===== src/rtl/uart_rx_if.sv =====
// Parallel-side and line-side signals of the serial receiver.
// The master modport is the receiver itself, which consumes the serial line
// and presents the received words. The slave modport is the other end: it
// drives the line and observes the received words.
interface uart_rx_if #(
    parameter int DATA_BITS = 8
);
    logic                 rx_i;
    logic [DATA_BITS-1:0] data_o;
    logic                 valid_o;
    logic                 frame_err_o;
    logic                 busy_o;

    modport master (
        input  rx_i,
        output data_o,
        output valid_o,
        output frame_err_o,
        output busy_o
    );

    modport slave (
        output rx_i,
        input  data_o,
        input  valid_o,
        input  frame_err_o,
        input  busy_o
    );
endinterface


===== src/rtl/uart_rx.sv =====
// Oversampling 8N1-style serial receiver.
// The idle-high line is synchronised and the falling edge of the start bit is
// detected. The start bit is re-checked at its midpoint, and each data bit is
// then sampled one full bit period later (LSB first). The stop bit is checked
// at its midpoint. A good frame updates data_o with a one-cycle valid_o pulse.
// A low stop bit gives a one-cycle frame_err_o pulse and parks the receiver
// until the line returns high.
module uart_rx #(
    parameter int CLKS_PER_BIT = 16,
    parameter int DATA_BITS    = 8
) (
    input  logic     clk,
    input  logic     rst_n,
    uart_rx_if.master bus
);

    localparam int CW = $clog2(CLKS_PER_BIT);
    localparam int IW = $clog2(DATA_BITS + 1);
    localparam int H  = CLKS_PER_BIT / 2;

    localparam logic [CW-1:0] CNT_ZERO = {CW{1'b0}};
    localparam logic [CW-1:0] CNT_ONE  = CW'(1);
    localparam logic [CW-1:0] CNT_MID  = CW'(H - 1);
    localparam logic [CW-1:0] CNT_LAST = CW'(CLKS_PER_BIT - 1);
    localparam logic [IW-1:0] IDX_ZERO = {IW{1'b0}};
    localparam logic [IW-1:0] IDX_ONE  = IW'(1);
    localparam logic [IW-1:0] IDX_LAST = IW'(DATA_BITS - 1);

    typedef enum logic [2:0] {
        ST_IDLE  = 3'd0,
        ST_START = 3'd1,
        ST_DATA  = 3'd2,
        ST_STOP  = 3'd3,
        ST_BREAK = 3'd4
    } state_t;

    state_t               state_r;
    logic                 rx_meta_r;
    logic                 rx_sync_r;
    logic [CW-1:0]        cnt_r;
    logic [IW-1:0]        idx_r;
    logic [DATA_BITS-1:0] shift_r;
    logic [DATA_BITS-1:0] data_r;
    logic                 valid_r;
    logic                 ferr_r;

    // Two-flop synchroniser for the asynchronous line; resets to the idle level.
    always_ff @(posedge clk) begin
        if (!rst_n) begin
            rx_meta_r <= 1'b1;
            rx_sync_r <= 1'b1;
        end else begin
            rx_meta_r <= bus.rx_i;
            rx_sync_r <= rx_meta_r;
        end
    end

    // Frame FSM: the counter, bit index, shift register and registered output pulses.
    always_ff @(posedge clk) begin
        if (!rst_n) begin
            state_r <= ST_IDLE;
            cnt_r   <= CNT_ZERO;
            idx_r   <= IDX_ZERO;
            shift_r <= {DATA_BITS{1'b0}};
            data_r  <= {DATA_BITS{1'b0}};
            valid_r <= 1'b0;
            ferr_r  <= 1'b0;
        end else begin
            valid_r <= 1'b0;
            ferr_r  <= 1'b0;
            case (state_r)
                ST_IDLE: begin
                    cnt_r <= CNT_ZERO;
                    if (!rx_sync_r) begin
                        state_r <= ST_START;
                    end
                end
                ST_START: begin
                    // Re-check the start bit at its midpoint. From here on,
                    // every sample lands one full bit later.
                    if (cnt_r == CNT_MID) begin
                        cnt_r <= CNT_ZERO;
                        if (rx_sync_r) begin
                            state_r <= ST_IDLE;
                        end else begin
                            state_r <= ST_DATA;
                            idx_r   <= IDX_ZERO;
                        end
                    end else begin
                        cnt_r <= cnt_r + CNT_ONE;
                    end
                end
                ST_DATA: begin
                    if (cnt_r == CNT_LAST) begin
                        cnt_r   <= CNT_ZERO;
                        shift_r <= {rx_sync_r, shift_r[DATA_BITS-1:1]};
                        idx_r   <= idx_r + IDX_ONE;
                        if (idx_r == IDX_LAST) begin
                            state_r <= ST_STOP;
                        end
                    end else begin
                        cnt_r <= cnt_r + CNT_ONE;
                    end
                end
                ST_STOP: begin
                    // Decide at the stop midpoint and return straight away,
                    // so that a following start bit is not missed.
                    if (cnt_r == CNT_LAST) begin
                        cnt_r <= CNT_ZERO;
                        if (rx_sync_r) begin
                            data_r  <= shift_r;
                            valid_r <= 1'b1;
                            state_r <= ST_IDLE;
                        end else begin
                            ferr_r  <= 1'b1;
                            state_r <= ST_BREAK;
                        end
                    end else begin
                        cnt_r <= cnt_r + CNT_ONE;
                    end
                end
                ST_BREAK: begin
                    // A line held low must go high again before a new start is accepted.
                    cnt_r <= CNT_ZERO;
                    if (rx_sync_r) begin
                        state_r <= ST_IDLE;
                    end
                end
                default: begin
                    state_r <= ST_IDLE;
                    cnt_r   <= CNT_ZERO;
                end
            endcase
        end
    end

    assign bus.data_o      = data_r;
    assign bus.valid_o     = valid_r;
    assign bus.frame_err_o = ferr_r;
    assign bus.busy_o      = (state_r != ST_IDLE);

endmodule


===== src/flat_wrapper.sv =====
// flat-port wrapper written by rule: the top's interface ports become plain ports
module uart_rx_flat 
#(
    parameter int CLKS_PER_BIT = 16,
    parameter int DATA_BITS    = 8
)
  (clk, rst_n, bus_rx_i, bus_data_o, bus_valid_o, bus_frame_err_o, bus_busy_o);
  uart_rx_if #(.DATA_BITS(DATA_BITS)) bus_i ();
  input  logic clk;
  input  logic rst_n;
  input wire logic [$bits(bus_i.rx_i)-1:0] bus_rx_i;
  output wire logic [$bits(bus_i.data_o)-1:0] bus_data_o;
  output wire logic [$bits(bus_i.valid_o)-1:0] bus_valid_o;
  output wire logic [$bits(bus_i.frame_err_o)-1:0] bus_frame_err_o;
  output wire logic [$bits(bus_i.busy_o)-1:0] bus_busy_o;
  assign bus_i.rx_i = bus_rx_i;
  assign bus_data_o = bus_i.data_o;
  assign bus_valid_o = bus_i.valid_o;
  assign bus_frame_err_o = bus_i.frame_err_o;
  assign bus_busy_o = bus_i.busy_o;
  uart_rx #(.CLKS_PER_BIT(CLKS_PER_BIT), .DATA_BITS(DATA_BITS)) u_core (.clk(clk), .rst_n(rst_n), .bus(bus_i));
endmodule

===== config.mk =====
export PLATFORM = sky130hd
export DESIGN_NAME = uart_rx_flat
export DESIGN_NICKNAME = d
export VERILOG_FILES = /design/src/rtl/uart_rx_if.sv /design/src/rtl/uart_rx.sv /design/src/flat_wrapper.sv
export SDC_FILE = /design/constraint.sdc
export NUM_CORES = 1
export LEC_CHECK = 0
export ABC_AREA = 1
export ABC_CLOCK_PERIOD_IN_PS = 1300
export BUFFER_PORTS_ARGS = -buffer_cell sky130_fd_sc_hd__buf_2
export CORE_ASPECT_RATIO = 0.8
export CORE_MARGIN = 10
export CORE_UTILIZATION = 51
export CTS_CLUSTER_SIZE = 25
export DETAILED_ROUTE_END_ITERATION = 8
export GPL_TIMING_DRIVEN = 0
export PLACE_DENSITY = 0.73
export SYNTH_ARGS = -nofsm -noshare
export SYNTH_HDL_FRONTEND = slang
export SYNTH_SLANG_ARGS = --single-unit

===== constraint.sdc =====
create_clock -name clk -period 1.3 [get_ports clk]
set_clock_uncertainty 0.2 [all_clocks]
set_input_delay 0.065 -clock clk [delete_from_list [all_inputs] [get_ports clk]]
set_output_delay 0.065 -clock clk [all_outputs]
set_load 0.005 [all_outputs]

## After elaboration in Yosys (flattened, before gate mapping)

Cells that the tools add are included.
W data, S select, Z words.

- Add/sub/neg operators: 2
- Reductions and logical operators: 9
- Eq/ne operators: 14
- Multiplexer cells: 18

Operators by type and width:

| operator | number |
|---|---|
| $mux W3 | 7 |
| $mux W4 | 5 |
| $pmux W4 S2 | 2 |
| $pmux W3 S5 | 1 |
| $ne A2 B1 Y1 const B | 5 |
| $add A4 B1 Y4 const B | 2 |
| $eq A4 B3 Y1 const B | 2 |
| $eq A3 B2 Y1 const B | 2 |
| $reduce_and A3 Y1 | 2 |
| $reduce_and A6 Y1 | 1 |
| $eq A4 B4 Y1 const B | 1 |
| $ne A2 B2 Y1 const B | 2 |
| $reduce_and A4 Y1 | 1 |
| $eq A3 B1 Y1 const B | 1 |
| $eq A3 B3 Y1 const B | 1 |
| $logic_not A3 Y1 | 1 |
| $reduce_bool A3 Y1 | 1 |
| $mux W1 | 2 |
| $mux W2 | 1 |
| $reduce_and A2 Y1 | 1 |
| $reduce_bool A2 Y1 | 1 |
| $reduce_or A2 Y1 | 1 |

- Register bits after elaboration: 31
- Logic and storage cells: 52
- Output and inout port bits: 11
- Input bits: 3

## Logic depth before layout (Yosys ltp)

Gate-level depths: netlist of the first run.

- Depth in word-level cells: 4
- Depth in mapped cells: 9
- Depth with buffers taken out: 9

## Worst setup path after synthesis of the first run

OpenSTA, ideal clock, no wires.

- Path type: register to register
- From: reg u_core.cnt_r[0]
- To: reg u_core.idx_r[3]
- Cell stages (with the launch flop): 9
- Clock period less this slack: 1.440 ns
- Required time: 0.987 ns
- Setup slack: -0.140 ns
- Arrival time: 1.127 ns
- Library setup time: 0.113 ns
- Path through: dfxtp_1 > ha_1 > nand3_4 > nand2_1 > nand2_1 > nor2_1 > nand2_1 > nand2_1 > nor2_1

- Cells in the longest elaborated chain, start to end: 3
- Elaborated cells on any way between the ends: 5

Ends and longest elaborated chain:

| item | line | source |
|---|---|---|
| start: declaration | uart_rx.sv:40 | `logic [CW-1:0] cnt_r;` |
| start signal: assignment | uart_rx.sv:90 | `cnt_r <= cnt_r + CNT_ONE;` |
| start signal: assignment | uart_rx.sv:102 | `cnt_r <= cnt_r + CNT_ONE;` |
| start signal: assignment | uart_rx.sv:119 | `cnt_r <= cnt_r + CNT_ONE;` |
| $eq A4 B4 Y1 / $eq A4 B3 Y1 (equally long branches) | uart_rx.sv:94, uart_rx.sv:81 |  |
| $ne A2 B1 Y1 (no line) | -- |  |
| $reduce_and A4 Y1 (no line) * | -- |  |
| end signal: assignment | uart_rx.sv:97 | `idx_r <= idx_r + IDX_ONE;` |
| end: declaration | uart_rx.sv:41 | `logic [IW-1:0] idx_r;` |

Every way passes the cells marked *; elsewhere a longest branch is shown, timed or not.
A chain may end at the register's enable or synchronous reset.

## Final worst setup path of the first run

- From: reg u_core.cnt_r[1]
- To: reg u_core.data_r[1], in the netlist u_core.bus.data_o[1]

- Cells in the longest elaborated chain, start to end: 2

Ends and longest elaborated chain:

| item | line | source |
|---|---|---|
| $eq A4 B4 Y1 | uart_rx.sv:108 | `if (cnt_r == CNT_LAST) begin` |
| $reduce_and A3 Y1 (no line) | -- |  |
| end signal: assignment | uart_rx.sv:65 | `data_r <= {DATA_BITS{1'b0}};` |
| end signal: assignment | uart_rx.sv:111 | `data_r <= shift_r;` |
| end: declaration | uart_rx.sv:43 | `logic [DATA_BITS-1:0] data_r;` |

Every way passes these cells.

==> impl_summary.md, run 1 <==
Outcome
The run finished, with violations left. The final reports fail on setup timing.

Worst setup path
The startpoint of the lowest-slack register-to-register path is u_core.cnt_r[1]$_SDFF_PN0_. The signal on the critical path passes through ha_4 > nand3_4 > inv_2 > nand4_4 > o21ai_1 > nor2_1. Data on the critical path is required at its endpoint by 1.34 ns.

STA puts the critical path data arrival time at 1.51 ns. The setup path with the least slack is of type register to register. For this run, the slowest stage of the critical path takes between 0.3 and 0.4 ns.

The startpoint type of the worst setup path is a register. Along the worst path, the maximum fanout reaches 9. The critical path capture point type is a register.

The cell with the largest stage delay on the worst path is sky130_fd_sc_hd__dfxtp_2. The length in cells of the worst reg-to-reg path is 6. The slack of the worst reg-to-reg path is -0.17 ns. In this run the critical register-to-register path is captured at u_core.bus.data_o[1]$_SDFFE_PN0P_.

GRT
The first global-routing pass estimated slightly below 5 mm of wire. The initial antenna violation count is 0. The via count of the first global-routing pass is 1120. The most congested layer reported by global routing is met2.

For this run, global-route usage on met2 was measured as 19.5%. For this run, global-route usage on met3 was measured as under 10%. Entering global routing, the biggest net connects 11 pins. Global routing finished with a remaining overflow of 0. Across every metal layer, demand over resource in global routing totals 11.8%. The global-route met1 utilization is between 10 and 15%.

Power
In this run the static leakage power is 0.820 nW. IR analysis of the VDD net gives a maximum drop of between 1.5 and 2 mV. In this run the power density over the cells is between 1500 and 2000 nW/um2.

Clock network
The number of buffers inserted during clock tree synthesis is 5. TritonCTS built the clock tree. The number of clock sinks is 31. The tree is rooted in a sky130_fd_sc_hd__clkbuf_4. The buffer depth of the longest clock path is 2. The register clock-pin slew on the reported worst setup and hold paths is 0.10 ns. Clock latency on the worst-skew pair, taken at its later pin, is 0.33 ns. The H-tree level count is 2.

Placed design
The number of buffers inserted by port buffering is 13. The congestion estimate from routability-driven global placement came to 0.856. The pre-CTS setup slack is -0.160 ns. Once detailed placement completed, the half-perimeter wirelength came to ~1.9 mm.

Route
Wires add up to 3.05 mm. Summing over every cut layer, the via total after detailed routing is 1240. The detailed router finished its first iteration with 52 violations.

Dividing the detail-routed wire length by the instance count gives roughly 12 um. The remaining antenna violation count after routing is 0. The count of unresolved DRC violations after routing is 0. The iteration count of the initial detailed-routing pass is 4. After detailed routing, the number of vias per cell comes to 4.92.

Layout
The number of inserted filler cells in the final layout is 193. The number of antenna diodes is 0. The share of layout cells above drive strength 1 is 42.6%. The leading cell type in the layout, fill and taps excluded is sky130_fd_sc_hd__nor2_1.

The top cell types in the final layout, fill and taps aside, are sky130_fd_sc_hd__nor2_1 (43), sky130_fd_sc_hd__dfxtp_1 (23), sky130_fd_sc_hd__nand2_1 (15). The area added between synthesis and finish is 37.3%. The number of nets at the end of the flow is between 200 and 250.

Timing
Setup violations remaining at the end of the flow were counted as 28. The worst slew slack as a fraction of its limit is 80.3%. Derived from the worst setup path, the maximum achievable clock frequency is 679 MHz. The clock period minus final worst setup slack is about 1.5 ns. The final clock period utilization by the worst path is 113%. The setup slack of the critical path after layout is -0.172 ns. The worst-margin pin slew is 0.295 ns. The number of slew-limit violations in the final report came to 0. The final hold violation count is 0. The final-layout setup total negative slack is -3.76 ns. Setup repair after global routing could not meet its margin everywhere.

Logic synthesis
The number of standard cells after synthesis is 176. Sequential elements use 45.7% of the synthesized area. The per-instance average area after synthesis is 7.71 um2. The synthesized design contains 0 enable-type register cells. The fraction of synthesis flops using an asynchronous set or reset pin is 0%. The net count after synthesis is 181.

The post-synthesis register bit count is 31. The cell area that synthesis handed to floorplanning was 1360 um2. Yosys mapped the design onto 28 distinct sky130hd cell types.

During synthesis, Yosys emitted a total of 0 warnings. In the synthesized netlist the dominant register cell turns out to be sky130_fd_sc_hd__dfxtp_1.

Floorplan
14 I/O pins were placed. Once the floorplan was initialized, standard cells occupied 54.3% of the core. The horizontal die dimension is approximately 78 um. In this run the standard cell core region covers 2500 um2.

The die area is 5140 um2. The number of rows in the core area is 16. The floorplan step set the die height to 66.1 um.

Hold path
The path class of the tightest hold or removal check is register to register. For hold timing, the worst endpoint is u_core.rx_sync_r$_SDFF_PN1_. In this run the most critical hold path is launched from u_core.rx_meta_r$_SDFF_PN1_. Counting instances, the worst hold path has a depth of 1.

Run
Max-cap violations in this run came to 0.
==> critical path: cells and delay by family, from the launching register on <==
kind                       cells  cell delay [ns]
and+or+nand+nor                3             0.35
AOI/OAI and AO/OA              1             0.19
buffers and inverters          1             0.11
adders and majority gates      1             0.16
DFF                            1             0.37
==> state kept, by name (all words and copies together) (netlist names) <==
| signal | cells |
|---|---|
| u_core.bus.frame_err_o | 1 |
| u_core.rx_meta_r | 1 |
| u_core.state_r | 3 |
| u_core.bus.data_o | 8 |
| u_core.idx_r | 4 |
| u_core.shift_r | 8 |
| u_core.rx_sync_r | 1 |
| u_core.cnt_r | 4 |
| u_core.bus.valid_o | 1 |
==> worst max path at each step <==
stage / cells after the start / endpoint / start / slack, ns
after floorplan: 6 / u_core.bus.data_o[0]$_SDFFE_PN0P_ / u_core.cnt_r[1]$_SDFF_PN0_ / -0.02
after global placement: 6 / u_core.bus.data_o[2]$_SDFFE_PN0P_ / u_core.cnt_r[0]$_SDFF_PN0_ / -0.12
after detailed placement: 6 / u_core.bus.data_o[5]$_SDFFE_PN0P_ / u_core.cnt_r[0]$_SDFF_PN0_ / -0.16
after CTS: 8 / u_core.state_r[1]$_SDFFE_PN0P_ / u_core.cnt_r[1]$_SDFF_PN0_ / -0.14
after global routing: 6 / u_core.bus.data_o[1]$_SDFFE_PN0P_ / u_core.cnt_r[1]$_SDFF_PN0_ / -0.27
final: 6 / u_core.bus.data_o[1]$_SDFFE_PN0P_ / u_core.cnt_r[1]$_SDFF_PN0_ / -0.17
==> per-layer routing <==
| metal | up-vias | part of all wire [%] |
|---|---|---|
| met1 | 571 | 44 |
| met5 | - | 0 |
| met2 | 22 | 49 |
| met3 | 5 | 5.1 |
| li1 | 642 | - |
| met4 | 0 | 1.3 |
==> power breakdown <==
| part | switching, mW | internal (mW) | leakage (nW) | total [mW] |
|---|---|---|---|---|
| Sequential | 0.0584 | 1.01 | 0.254 | 1.07 |
| Combinational | 0.700 | 0.506 | 0.518 | 1.21 |
| Clock | 0.326 | 0.454 | 0.0482 | 0.780 |
| Total | 1.08 | 1.97 | 0.820 | 3.06 |
==> per-stage QoR <==
stage	cell area, um2	hold WS [ns]	utilization [%]	std cells	total power, mW
after floorplan	1380	-0.0284	-	176	1.74
after global placement	1490	0.0500	59.5	225	1.86
after detailed placement	1490	0.0532	59.5	225	1.88
after CTS	1690	0.219	67.4	242	2.74
after global routing	1860	0.230	74.5	252	3.24
final	1860	0.218	74.5	252	3.06
==> synthesized netlist by cell type, types with 2 or more instances <==
| cell | instances | area (um2) |
|---|---|---|
| sky130_fd_sc_hd__nand3_1 | 7 | 35.0 |
| sky130_fd_sc_hd__inv_1 | 12 | 45.0 |
| sky130_fd_sc_hd__nand2_1 | 22 | 82.6 |
| sky130_fd_sc_hd__nor4_1 | 2 | 12.5 |
| sky130_fd_sc_hd__ha_1 | 2 | 25.0 |
| sky130_fd_sc_hd__o21ai_0 | 15 | 75.1 |
| sky130_fd_sc_hd__dfxtp_1 | 31 | 621 |
| sky130_fd_sc_hd__nand4_1 | 2 | 12.5 |
| sky130_fd_sc_hd__o21ai_1 | 3 | 15.0 |
| sky130_fd_sc_hd__nor2_1 | 47 | 176 |
| sky130_fd_sc_hd__nor2_4 | 3 | 33.8 |
| sky130_fd_sc_hd__nand2_2 | 3 | 18.8 |
| sky130_fd_sc_hd__nor3_1 | 2 | 10.0 |
| sky130_fd_sc_hd__a21oi_1 | 4 | 20.0 |
| sky130_fd_sc_hd__inv_2 | 5 | 18.8 |
| sky130_fd_sc_hd__or2_2 | 2 | 12.5 |
| sky130_fd_sc_hd__nand2_4 | 3 | 33.8 |
==> cells by family (layout without fill, tap and decap cells) <==
group,after synthesis,after routing,share of synthesized area [%]
compound gates,23,23,8.76
flops,31,31,45.7
buf+inv,21,61,6.73
fa+ha+maj,2,2,1.84
xor+xnor,2,2,1.29
simple gates,97,97,35.7
==> cell type report <==
cell class / count / area, um2 / area share [%]
Inverter: 17 / 66.3 / 3.56
Timing Repair Buffer: 32 / 224 / 12.0
Tap cell: 36 / 45.0 / 2.42
Multi-Input combinational cell: 124 / 776 / 41.6
Sequential cell: 31 / 636 / 34.1
Clock inverter: 2 / 35.0 / 1.88
Buffer: 4 / 31.3 / 1.68
Clock buffer: 6 / 51.3 / 2.75
==> timing repair <==
action	CTS	global route
hold buffers	2	0
resized for setup	20	26
pin swaps	2	6
buffers inserted	6	10
endpoints found under the hold margin	9	0
endpoints found under the setup margin	26	29
gates cloned	1	0
No activity file was read; power rests on OpenSTA's default activity.
==> run 2: changes to the inputs <==
--- a/config.mk
+++ b/config.mk
@@ -15,6 +15,7 @@
 export DETAILED_ROUTE_END_ITERATION = 8
 export GPL_TIMING_DRIVEN = 0
 export PLACE_DENSITY = 0.73
+export SETUP_SLACK_MARGIN = 0.2
 export SYNTH_ARGS = -nofsm -noshare
 export SYNTH_HDL_FRONTEND = slang
 export SYNTH_SLANG_ARGS = --single-unit
==> run 2 against run 1 <==
  * Die area unchanged
  * The run ends with hold timing, setup timing left
  * Cell count down 1.2%
  * Core utilization fell by 1.7 points
  * Largest power group unchanged
  * Hold slack got worse by 0.33 ns
  * Clock-buffer cell count is the same
  * Setup slack gained 0.027 ns
  * Register-to-register slack gained 0.03 ns
  * Fmax up 1.9%
  * Flip-flop and latch count is the same
  * Routed wire length grew 4.0%
  * Largest cell class unchanged
  * First-iteration DRC count is 9.6% higher
  * Combinational power is 3% higher
==> impl_summary.md, run 2 (synthesized netlist as in run 1, its figures left out) <==
Timing
The number of slew-limit violations in the final report was 0 (unchanged). The setup slack of the critical path after layout is -0.145 ns (+0.0270 ns). The achievable clock frequency came to 692 MHz (+1.9%). The worst slew slack as a fraction of its limit is 71.4% (-8.9 points). The final-layout setup total negative slack came to -3.04 ns (+0.725 ns). The worst-margin pin slew was 0.429 ns (+0.134 ns). The number of failing setup endpoints in the final timing report was 28 (unchanged).

The final clock period utilization by the worst path is 111% (-2.1 points). The final worst hold slack is -0.116 ns (-0.335 ns). Setup repair after global routing could not meet its margin everywhere. The clock period minus final worst setup slack is 1.44 ns (-0.0270 ns).

The final hold violation count is 5 (+5).

Run
The number of max-cap violations came to 0 (unchanged).

Route
The overall via count from detail_route is 1254 (+1.1%). The aggregate routed wire length is 3.17 mm (+4.0%). The DRC marker count from the first detailed-route iteration is 57 (+9.6%). The mean routed wirelength per cell came to 12.7 um (+5.3%). The via density per instance is 5.04 (+2.3%). The remaining antenna violation count after routing is 0 (unchanged). The iteration count of the initial detailed-routing pass is 4 (unchanged). The count of unresolved DRC violations after routing was 0 (unchanged).

Layout
Relative to the synthesized area, the layout overhead comes to 34.2%. The library cell used most frequently in the layout, excluding fill and tap cells, is sky130_fd_sc_hd__nor2_1. The combined area of the multi-input logic cells is 783 um2 (+0.97%).

The number of nets at the end of the flow came to 218 (-0.91%). The count of placed standard cells in the final layout, fillers left out is 249 (-1.2%). The area of all sequential standard cells was 641 um2 (+0.79%). The number of antenna diodes was 0 (unchanged). The number of inserted filler cells in the final layout is 198 (+2.6%). The post-route cell area came to 1820 um2 (-2.3%). The share of layout cells above drive strength 1 is 43.7% (+1.1 points). The library cells used most frequently in the layout, excluding fill and tap cells, are sky130_fd_sc_hd__nor2_1 (42), sky130_fd_sc_hd__dfxtp_1 (21), sky130_fd_sc_hd__nand2_1 (17).

Clock network
The number of buffers inserted during clock tree synthesis was 5 (unchanged). The H-tree level count was 2 (unchanged). The number of clock sinks is 31 (unchanged). The number of hold-repair buffers added at the cts stage came to 1 (-1). The buffer depth of the longest clock path came to 2 (unchanged). The register clock-pin slew on the reported worst setup and hold paths is 0.09 ns (about the same). The source-to-sink clock delay at the later pin of the worst-skew pair is 0.34 ns (about the same).

The TritonCTS clock tree is built. The CTS root buffer is sky130_fd_sc_hd__clkbuf_4.

GRT
The remaining global-route overflow is 0 (unchanged). The maximum number of pins on one net before global-route repair is 11 (unchanged). The initial antenna violation count is 0 (unchanged). The global-route wire length before repair is 5.06 mm (+2.1%).

The via count of the first global-routing pass was 1137 (+1.5%). The total routing usage reported by global routing was 12.6% (+0.75 points).

Worst setup path
The setup path with the least slack is of type register to register. The critical path required time is 1.34 ns (about the same). The critical path capture point type is a register.

The startpoint type of the worst setup path is a register. The endpoint arrival time on the critical path came to 1.49 ns (-0.02 ns). The highest fanout seen on the critical path came to 5 (-4).

Floorplan
The starting utilization of the core area is 54.3% (unchanged). The placeable core region is 2500 um2 (unchanged). The number of top-level pins is 14 (unchanged). The number of rows in the core area is 16 (unchanged). The chip height is 66.1 um (unchanged).

The die area is 5140 um2 (unchanged). The horizontal die dimension is 77.7 um (unchanged).

Outcome
The run finished, with violations left. The final reports fail on hold timing, setup timing.

Hold path
In this run the worst hold path is classified as primary input to register.

Placed design
The global placement routability congestion is 0.850 (-0.67%). The number of buffers inserted by port buffering is 13 (unchanged). The final HPWL from detailed placement is 2.06 mm (+5.6%). The total instance count after detailed placement is 225 (unchanged). The placed instance area came to 1520 um2 (+1.8%).

Power
The internal power consumption was 1.80 mW (-8.8%). The clock share of power came to 19.6% (-5.9 points). The switching part of the total is 37.5% (+2.1 points). The leakage power total is 0.802 nW (-2.2%). The switching component of the power is 1.08 mW (-0.27%).

The total power divided by cell area came to 1580 nW/um2 (-3.6%). The relative contribution of combinational cells to total power is 43.3% (+3.8 points). The sequential share of power is 37.1% (+2.1 points). The worst vdd rail ir drop is 1.05 mV (-34%).

The total design power is 2.88 mW (-5.8%).
run 2: worst paths after layout:
check                              startpoint                                end  slack (ns)  cells past startpoint
hold / removal                          rst_n     u_core.state_r[2]$_SDFFE_PN0P_       -0.12                      3
setup / recovery   u_core.cnt_r[1]$_SDFF_PN0_  u_core.bus.data_o[0]$_SDFFE_PN0P_       -0.14                      6
setup reg to reg   u_core.cnt_r[1]$_SDFF_PN0_  u_core.bus.data_o[0]$_SDFFE_PN0P_       -0.14                      6
hold reg to reg   u_core.rx_meta_r$_SDFF_PN1_        u_core.rx_sync_r$_SDFF_PN1_        0.22                      1
run 2: power groups by stage:
stage	Sequential, mW	Clock, mW	Combinational, mW
2_1_floorplan	1.08	0	0.715
3_3_place_gp	1.09	0	0.828
3_5_place_dp	1.09	0	0.848
4_1_cts	1.08	0.581	1.06
5_1_grt	1.08	0.623	1.36
6_report	1.07	0.564	1.25
run 2: layout make-up:
type	count	share of cell area [%]
multi-input cells	125	43.0
flip-flops and latches	31	35.2
repair buffers	29	10.5
inverters	17	4.05
clock buffers	6	2.82
well taps	36	2.47
plain buffers	4	1.72
clock inverters	1	0.275
run 2: what timing repair did:
item | in CTS | in global routing
buffers inserted | 6 | 8
gates resized for setup | 28 | 14
pin swaps | 6 | 13
cloned | 1 | 1
endpoints found under the setup margin | 30 | 32
hold endpoints to repair | 8 | 5
run 2: stage by stage:
step | util (%) | setup WS, ns
global route | 72.8 | -0.240
floorplan | - | -0.0187
detailed placement | 60.6 | -0.189
CTS | 68.4 | -0.145
finish | 72.8 | -0.145
global placement | 60.6 | -0.129
run 2: worst max-delay path, cell delays in order (launching register included):
cell	delay [ns]
sky130_fd_sc_hd__dfxtp_2	0.36
sky130_fd_sc_hd__ha_4	0.16
sky130_fd_sc_hd__nand3_4	0.15
sky130_fd_sc_hd__inv_4	0.12
sky130_fd_sc_hd__nand4_4	0.12
sky130_fd_sc_hd__o21ai_1	0.18
sky130_fd_sc_hd__nor2_1	0.05
run 2: layer usage:
| layer | global-route usage [%] | routed length [um] | vias up |
|---|---|---|---|
| met5 | 0 | 0 | - |
| met4 | 8.86 | 80 | 0 |
| met3 | 4.35 | 187 | 8 |
| met2 | 19.6 | 1490 | 25 |
| met1 | 14.3 | 1410 | 579 |
| li1 | - | - | 642 |
